## config.mk

```make
export PLATFORM = sky130hd
export DESIGN_NAME = mdu
export DESIGN_NICKNAME = d
export VERILOG_FILES = /design/src/rtl/mdu.sv
export SDC_FILE = /design/constraint.sdc
export NUM_CORES = 1
export LEC_CHECK = 0
export ABC_AREA = 1
export ABC_CLOCK_PERIOD_IN_PS = 2600
export CAP_MARGIN = 5
export CORE_ASPECT_RATIO = 1.2
export CORE_MARGIN = 8
export CORE_UTILIZATION = 50
export DETAILED_ROUTE_END_ITERATION = 10
export PLACE_DENSITY = 0.72
export SYNTH_ARGS = -nofsm -noshare
export SYNTH_HDL_FRONTEND = slang
export SYNTH_SLANG_ARGS = --single-unit
```

## constraint.sdc

```tcl
create_clock -name clk -period 2.6 [get_ports clk]
set_input_delay 0.65 -clock clk [delete_from_list [all_inputs] [get_ports clk]]
set_output_delay 0.65 -clock clk [all_outputs]
set_load 0.02 [all_outputs]
```

## src/rtl/mdu.sv

```systemverilog
// mdu: iterative multiply/divide unit holding the architectural HI/LO pair.
//
// Ports
//   clk     in   system clock, rising edge
//   reset   in   synchronous, active-high reset
//   start   in   one-cycle request, sampled with mdu_op/rs_val/rt_val
//   mdu_op  in   000 none, 001 mult, 010 multu, 011 div, 100 divu,
//                101 mthi, 110 mtlo, 111 reserved (none)
//   rs_val  in   operand A (multiplicand / dividend / mthi-mtlo source)
//   rt_val  in   operand B (multiplier / divisor)
//   busy    out  registered, high while a mult/div is in flight
//   hi, lo  out  architectural HI/LO registers
//
// Build option
//   MDU_DIV_EN  defined: div/divu implemented. Undefined: the divide
//               datapath is absent and opcodes 011/100 act as none.
//
// state | meaning
// ------+-------------------------------------------------------------
// IDLE  | accepts requests; mthi/mtlo write HI/LO directly
// CALC  | 32 iterations, one multiplier/quotient bit per cycle
// FIX   | sign correction and HI/LO commit

module mdu #(
   parameter int MDU_W = 32
) (
   input  logic             clk,
   input  logic             reset,
   input  logic             start,
   input  logic [2:0]       mdu_op,
   input  logic [MDU_W-1:0] rs_val,
   input  logic [MDU_W-1:0] rt_val,
   output logic             busy,
   output logic [MDU_W-1:0] hi,
   output logic [MDU_W-1:0] lo
);

   localparam logic [2:0] OP_MULT  = 3'b001;
   localparam logic [2:0] OP_MULTU = 3'b010;
   localparam logic [2:0] OP_DIV   = 3'b011;
   localparam logic [2:0] OP_DIVU  = 3'b100;
   localparam logic [2:0] OP_MTHI  = 3'b101;
   localparam logic [2:0] OP_MTLO  = 3'b110;

   localparam logic [1:0] S_IDLE = 2'd0;
   localparam logic [1:0] S_CALC = 2'd1;
   localparam logic [1:0] S_FIX  = 2'd2;

   localparam logic [4:0] CNT_LAST = 5'd31;

   logic [1:0]         state;
   logic [4:0]         cnt;
   logic [2*MDU_W-1:0] acc;
   logic [MDU_W-1:0]   a_mag;
   logic               neg_res;

   logic               op_long;
   logic               op_sgn;
   logic               sign_a;
   logic               sign_b;
   logic [MDU_W-1:0]   a_abs;
   logic [MDU_W-1:0]   b_abs;
   logic [MDU_W:0]     mul_sum;
   logic [2*MDU_W-1:0] mul_next;
   logic [2*MDU_W-1:0] prod_fix;

`ifdef MDU_DIV_EN
   logic               op_isdiv;
   logic               is_div;
   logic               neg_rem;
   logic               div_zero;
   logic [MDU_W-1:0]   b_mag;
   logic [MDU_W:0]     rem_sh;
   logic [MDU_W:0]     trial;
   logic [2*MDU_W-1:0] div_next;
   logic [MDU_W-1:0]   quo_fix;
   logic [MDU_W-1:0]   rem_fix;
`endif

   always_comb begin
      op_sgn = (mdu_op == OP_MULT) || (mdu_op == OP_DIV);
`ifdef MDU_DIV_EN
      op_isdiv = (mdu_op == OP_DIV) || (mdu_op == OP_DIVU);
      op_long  = (mdu_op == OP_MULT) || (mdu_op == OP_MULTU) || op_isdiv;
`else
      op_long  = (mdu_op == OP_MULT) || (mdu_op == OP_MULTU);
`endif
      sign_a = op_sgn & rs_val[MDU_W-1];
      sign_b = op_sgn & rt_val[MDU_W-1];
      a_abs  = sign_a ? -rs_val : rs_val;
      b_abs  = sign_b ? -rt_val : rt_val;
   end

   // Multiply: acc = {partial, remaining multiplier bits}; add into the
   // upper half when the current multiplier LSB is set, then shift right.
   always_comb begin
      mul_sum  = {1'b0, acc[2*MDU_W-1:MDU_W]} + (acc[0] ? {1'b0, a_mag} : '0);
      mul_next = {mul_sum, acc[MDU_W-1:1]};
      prod_fix = neg_res ? -acc : acc;
   end

`ifdef MDU_DIV_EN
   // Restoring divide: acc = {remainder, dividend/quotient}. Shift left one,
   // trial-subtract the divisor, and shift the quotient bit in at the LSB.
   always_comb begin
      rem_sh   = acc[2*MDU_W-1:MDU_W-1];
      trial    = rem_sh - {1'b0, b_mag};
      div_next = trial[MDU_W] ? {rem_sh[MDU_W-1:0], acc[MDU_W-2:0], 1'b0}
                              : {trial[MDU_W-1:0], acc[MDU_W-2:0], 1'b1};
      quo_fix  = neg_res ? -acc[MDU_W-1:0] : acc[MDU_W-1:0];
      rem_fix  = neg_rem ? -acc[2*MDU_W-1:MDU_W] : acc[2*MDU_W-1:MDU_W];
   end
`endif

   always_ff @(posedge clk) begin
      if (reset) begin
         state   <= S_IDLE;
         cnt     <= '0;
         busy    <= 1'b0;
         hi      <= '0;
         lo      <= '0;
         acc     <= '0;
         a_mag   <= '0;
         neg_res <= 1'b0;
`ifdef MDU_DIV_EN
         is_div   <= 1'b0;
         neg_rem  <= 1'b0;
         div_zero <= 1'b0;
         b_mag    <= '0;
`endif
      end else begin
         case (state)
            S_IDLE: begin
               if (start) begin
                  if (op_long) begin
                     a_mag   <= a_abs;
                     neg_res <= sign_a ^ sign_b;
                     cnt     <= '0;
                     busy    <= 1'b1;
                     state   <= S_CALC;
`ifdef MDU_DIV_EN
                     is_div   <= op_isdiv;
                     neg_rem  <= sign_a;
                     div_zero <= (rt_val == '0);
                     b_mag    <= b_abs;
                     acc      <= op_isdiv ? {{MDU_W{1'b0}}, a_abs}
                                          : {{MDU_W{1'b0}}, b_abs};
`else
                     acc      <= {{MDU_W{1'b0}}, b_abs};
`endif
                  end else if (mdu_op == OP_MTHI) begin
                     hi <= rs_val;
                  end else if (mdu_op == OP_MTLO) begin
                     lo <= rs_val;
                  end
               end
            end
            S_CALC: begin
`ifdef MDU_DIV_EN
               acc <= is_div ? div_next : mul_next;
`else
               acc <= mul_next;
`endif
               cnt <= cnt + 5'd1;
               if (cnt == CNT_LAST) state <= S_FIX;
            end
            S_FIX: begin
`ifdef MDU_DIV_EN
               if (is_div) begin
                  // Divide by zero keeps the previous HI/LO.
                  if (!div_zero) begin
                     lo <= quo_fix;
                     hi <= rem_fix;
                  end
               end else begin
                  hi <= prod_fix[2*MDU_W-1:MDU_W];
                  lo <= prod_fix[MDU_W-1:0];
               end
`else
               hi <= prod_fix[2*MDU_W-1:MDU_W];
               lo <= prod_fix[MDU_W-1:0];
`endif
               busy  <= 1'b0;
               state <= S_IDLE;
            end
            default: begin
               busy  <= 1'b0;
               state <= S_IDLE;
            end
         endcase
      end
   end

endmodule
```

; ---- Word level (Yosys, flattened, before mapping)
; Cells that the tools add are included.
[op_classes]
add_sub_neg = 5
eq_ne = 15
n_mux = 26
bitwise_logic = 4
n_reduce_logical = 11
[op_table]
columns = op, count
row1 = 32-bit 2-to-1 mux, 10
row2 = 64-bit 2-to-1 mux, 3
row3 = 32-bit one-hot mux with 2 select lines, 2
row4 = 64-bit one-hot mux with 2 select lines, 1
row5 = 32-bit negator, 2
row6 = 64-bit negator, 1
row7 = 32-bit by 32-bit adder with 33-bit output, 1
row8 = "2-bit != test, second input constant", 7
row9 = 3-bit AND reduction, 4
row10 = 5-bit 2-to-1 mux, 2
row11 = 5-bit one-hot mux with 2 select lines, 1
row12 = "3-bit by 2-bit == test with 1-bit output, second input constant", 2
row13 = "3-bit == test, second input constant", 2
row14 = 2-bit 2-to-1 mux, 3
row15 = "5-bit by 1-bit adder with 5-bit output, second input constant", 1
row16 = "5-bit == test, second input constant", 1
row17 = 5-bit AND reduction, 1
row18 = 2-bit one-hot mux with 2 select lines, 1
row19 = 4-bit AND reduction, 1
row20 = 2-bit nonzero test, 2
row21 = "3-bit by 1-bit == test with 1-bit output, second input constant", 1
row22 = 1-bit bitwise AND, 2
row23 = "2-bit by 1-bit == test with 1-bit output, second input constant", 1
row24 = "2-bit == test, second input constant", 1
row25 = 6 further kinds, 8
[totals]
regBits = 169
word_cells = 69

; ---- Longest topological paths before layout
[depth]
word_depth = 7
ltp_mapped = 18
depth_no_buf = 16

; ---- Least setup slack after synthesis
; OpenSTA, ideal clock, no wires.
[synth_timing]
kind = register to register
startpoint = register acc[0]
endpoint = register acc[47]
setup_ns = 0.132
arrival_time_ns = 2.126
required_ns = 2.468
setup_slack_ns = 0.342
path_stages_with_launch = 18
n_path_buf = 2
synth_period_minus_slack_ns = 2.258
path_cell_list = dfxtp_1 -> buf_6 -> clkbuf_1 -> nand2_1 -> inv_1 -> ha_1 -> inv_1 -> fa_1 -> inv_1 -> nand3_1 -> nand3_1 -> nand2_1 -> nand2_1 -> inv_1 -> o21ai_0 -> nand2_1 -> nand3_1 -> a21oi_1
[synth_via]
elab_chain_cells = 3
[synth_lines]
columns = item, line
row1 = from (decl), 53  ; logic [2*MDU_W-1:0] acc;
row2 = from (signal assigned), 149  ; acc <= {{MDU_W{1'b0}}, b_abs};
row3 = from (signal assigned), 162  ; acc <= mul_next;
row4 = 32-bit 2-to-1 mux, 97  ; mul_sum = {1'b0, acc[2*MDU_W-1:MDU_W]} + (acc[0] ? {1'b0, a_mag} : '0);
row5 = 32-bit by 32-bit adder with 33-bit output, 97
row6 = 64-bit one-hot mux with 2 select lines, 132  ; case (state)
; Every way passes these cells.
; A chain may end at the register's enable or synchronous reset.

; ---- Final worst setup path
[layout_timing]
startpoint = register acc[0]
endpoint = register acc[61]
; The elaborated chain is that of the path after synthesis.

==> summary.txt <==
Run status
  • Result of the run: finished, final reports clean

Worst setup path
  • Endpoint class of the critical path: register
  • Crit path largest cell delay: 380 ps
  • Cells along the critical path: buf_12 > buf_12 > nand2_1 > inv_1 > ha_1 > nand2_1 > nor2_1 > nand2_1 > nand3_1 > nand2_1 > nand2_1 > nand2_1 > nand2_1 > nand2_1 > nand3_1 > a21oi_1
  • Most prevalent standard cell on the critical path: nand2_1
  • Depth of the worst register-to-register path: 16
  • Maximum fanout along the worst path: 20
  • Data arrival at the endpoint of the critical path: 2690 ps
  • R2R Path End: acc[61]
  • Source of the worst register-to-register timing path: acc[0]
  • Bufs and invs on worst path: 3
  • Required time at the worst-slack endpoint: 2900 ps
  • Top Family by Delay on Critical Path: simple AND/OR/NAND/NOR gates
  • Start-to-end type of the worst setup path: register to register
  • Minimum setup slack among reg-to-reg paths: 210 ps
  • Setup crit start kind: register
  • Highest-delay cell along the critical path: dfxtp_4

Final layout
  • Count of antenna diodes in the layout: 0
  • Most frequent standard cell in the layout excluding fill and tap cells: nand2_1
  • Ratio of cells with drive above 1 in the final layout: 0.0789
  • Final core occ: 0.619
  • Commonest cells after routing, fill and taps aside: nand2_1 (596), nor2_1 (313), inv_1 (303)
  • Layout-stage area growth over the synthesis result: 22.1%
  • Net count, final: 2579

Floorplanning
  • Horizontal extent of the die: 165 µm
  • Number of placement rows: 65
  • Effective utilization at floorplan: 0.507
  • Die Y-Extent: 194 µm
  • Placeable Area: 26200 µm²
  • Top-level I/O count: 135
  • Die area: 32000 µm²

Power
  • Peak supply drop: 383 µV
  • Static leakage: 0.00799 µW
  • Power Density: 452 nW/µm²
  • Overall Power: 7320 µW

Yosys
  • Number of warnings reported in the yosys synthesis log: 0
  • Async SR Flop Fraction: 0
  • Cells taking the most area after synthesis: dfxtp_1 (25%), nand2_1 (17%), nand3_1 (9.2%)
  • Register bit count reported by yosys: 169
  • Top cell type by total area after synthesis: dfxtp_1
  • Number of enable flip-flop cells after synthesis: 0
  • Combined area of all synthesized cells: 13300 µm²
  • Count of distinct cell types in the synthesized netlist: 47
  • Share of the yosys chip area belonging to registers: 0.255
  • Post-Syn Instances: 2294
  • Syn Area/Cell: 5.78 µm²
  • Share of the synthesized area in the top cell type: 0.255
  • Net count after synthesis: 2402
  • Most common flop cell mapped by yosys: dfxtp_1

Timing
  • Skew final: 14.1 ps
  • Endpoints failing hold: 0
  • Highest Clock Rate: 419 MHz
  • Post-route fraction of the period consumed by the critical path: 0.917
  • Transition time at the pin with the least slew margin: 626 ps
  • Max-slew violation total from the final report: 0
  • Post-route minimum period: 2390 ps
  • Setup repair after global routing missed its margin: false
  • Final-report setup violation count: 0
  • Worst Setup Slack, final: 215 ps
  • Relative slew slack: 0.578

GRT
  • Antenna violations before repair: 0
  • First-pass GRT wire length: 84.8 mm
  • Largest net degree at the start of global routing: 81
  • Overall overflow remaining after global route: 0
  • Global router's overall resource usage: 0.340
  • Via count of the first global-routing pass: 15700

Route
  • Drt pass-1 iters: 6
  • Detailed router's first-iteration violation count: 1429
  • DR WL/cell: 19.5 µm
  • Total detailed-routing wirelength: 54.9 mm
  • Detailed-route DRC error count: 0
  • Vias: 16000
  • Number of vias per cell: 5.67
  • Antenna Nets Post-Route: 0

Worst hold path
  • Origin of the worst min-delay path: busy
  • Sink of the worst hold path: busy
  • Classification of the worst-slack hold path: register to register
  • Worst Hold Path Cells: 2

Clock tree
  • Cts repair resizes: 0
  • CTS Hold Buffers Added: 0
  • H-tree depth: 4
  • Number of buffers on the longest clock path: 2
  • Inserted Clock Buffers: 17
  • Latest clock arrival within the worst-skew pair: 450 ps
  • Sink count of the clock tree: 169
  • Clk root buf: clkbuf_16
  • Clock-pin slew reported for the worst setup and hold paths after clock tree synthesis: 80 ps
  • TritonCTS clock tree: yes
  • Post-CTS Repair Setup Buffers: 0

Place
  • Number of port buffers: 134
  • Final HPWL from detailed placement: 43.8 mm
  • Placer congestion estimate: 1.01
  • Pre-CTS worst setup slack: 5.09 ps

Run
  • # Max-Cap Violations: 0
state kept, by name (all words and copies together) (netlist names):
register	cells
a_mag	32
acc	64
busy	1
cnt	5
hi	32
lo	32
neg_res	1
state	2
stage by stage:
step	hold WS (ps)	instances	area (µm²)	setup TNS (ps)
floorplan	446	2294	13300	0
global placement	449	2787	15600	-48.5
detailed placement	457	2787	15600	0
CTS	469	2819	16200	0
global route	505	2819	16200	0
finish	469	2819	16200	0
cells in the mapped netlist (all sizes together), types with 5 or more instances:
cell type  number
nand2         599
nor2          325
inv           316
nand3         249
a21oi         180
dfxtp         169
o21ai         149
clkbuf         44
buf            38
ha             37
xor2           30
nand4          26
a22oi          20
nor3           19
nand3b         17
o21a           13
or2            13
a31oi          10
o211ai          9
and2            5
o21bai          5
o31ai           5
routing by layer:
metal | global-route usage | vias to the layer above | part of all wire
li1 | - | 7768 | -
met1 | 0.379 | 7313 | 0.39
met2 | 0.585 | 689 | 0.48
met3 | 0.0429 | 211 | 0.059
met4 | 0.238 | 0 | 0.076
met5 | 0 | - | 0
worst max-delay path by stage:
stage	start	end	slack, ps	depth (start not counted)
3_5_place_dp	mdu_op[2]	a_mag[7]	5	10
3_3_place_gp	rs_val[31]	a_mag[7]	-50	9
5_1_grt	acc[0]	acc[61]	9	16
2_1_floorplan	acc[0]	acc[47]	340	17
4_1_cts	acc[0]	acc[55]	50	15
6_report	acc[0]	acc[61]	210	16
cell families after synthesis:
group | Yosys count | synth area share
AND/OR/NAND/NOR | 1255 | 0.401
adder cells (fa/ha/maj) | 38 | 0.0364
buffers and inverters | 399 | 0.117
flip-flops | 169 | 0.255
AO/OA/AOI/OAI | 402 | 0.169
XOR/XNOR | 31 | 0.0205
power breakdown:
group	total, µW	internal [µW]	switching [µW]
combinational	1750	603	1140
sequential	2820	2710	110
clock	2750	1540	1220
total	7320	4850	2470
worst register-to-register path, cell delays in order (launching register included):
cell	delay [ps]
dfxtp_4	380
buf_12	160
buf_12	160
nand2_1	60
inv_1	40
ha_1	370
nand2_1	90
nor2_1	140
nand2_1	70
nand3_1	100
nand2_1	80
nand2_1	210
nand2_1	140
nand2_1	80
nand2_1	50
nand3_1	60
a21oi_1	60
layout make-up:
type	instances	area (µm²)
Multi-Input combinational cell	1726	8350
Inverter	317	1190
Timing Repair Buffer	240	2240
Clock buffer	18	429
Clock inverter	14	185
Tap cell	335	419
Sequential cell	169	3390
Fill cell	2656	9980
Power figures use the tool's default switching activity.
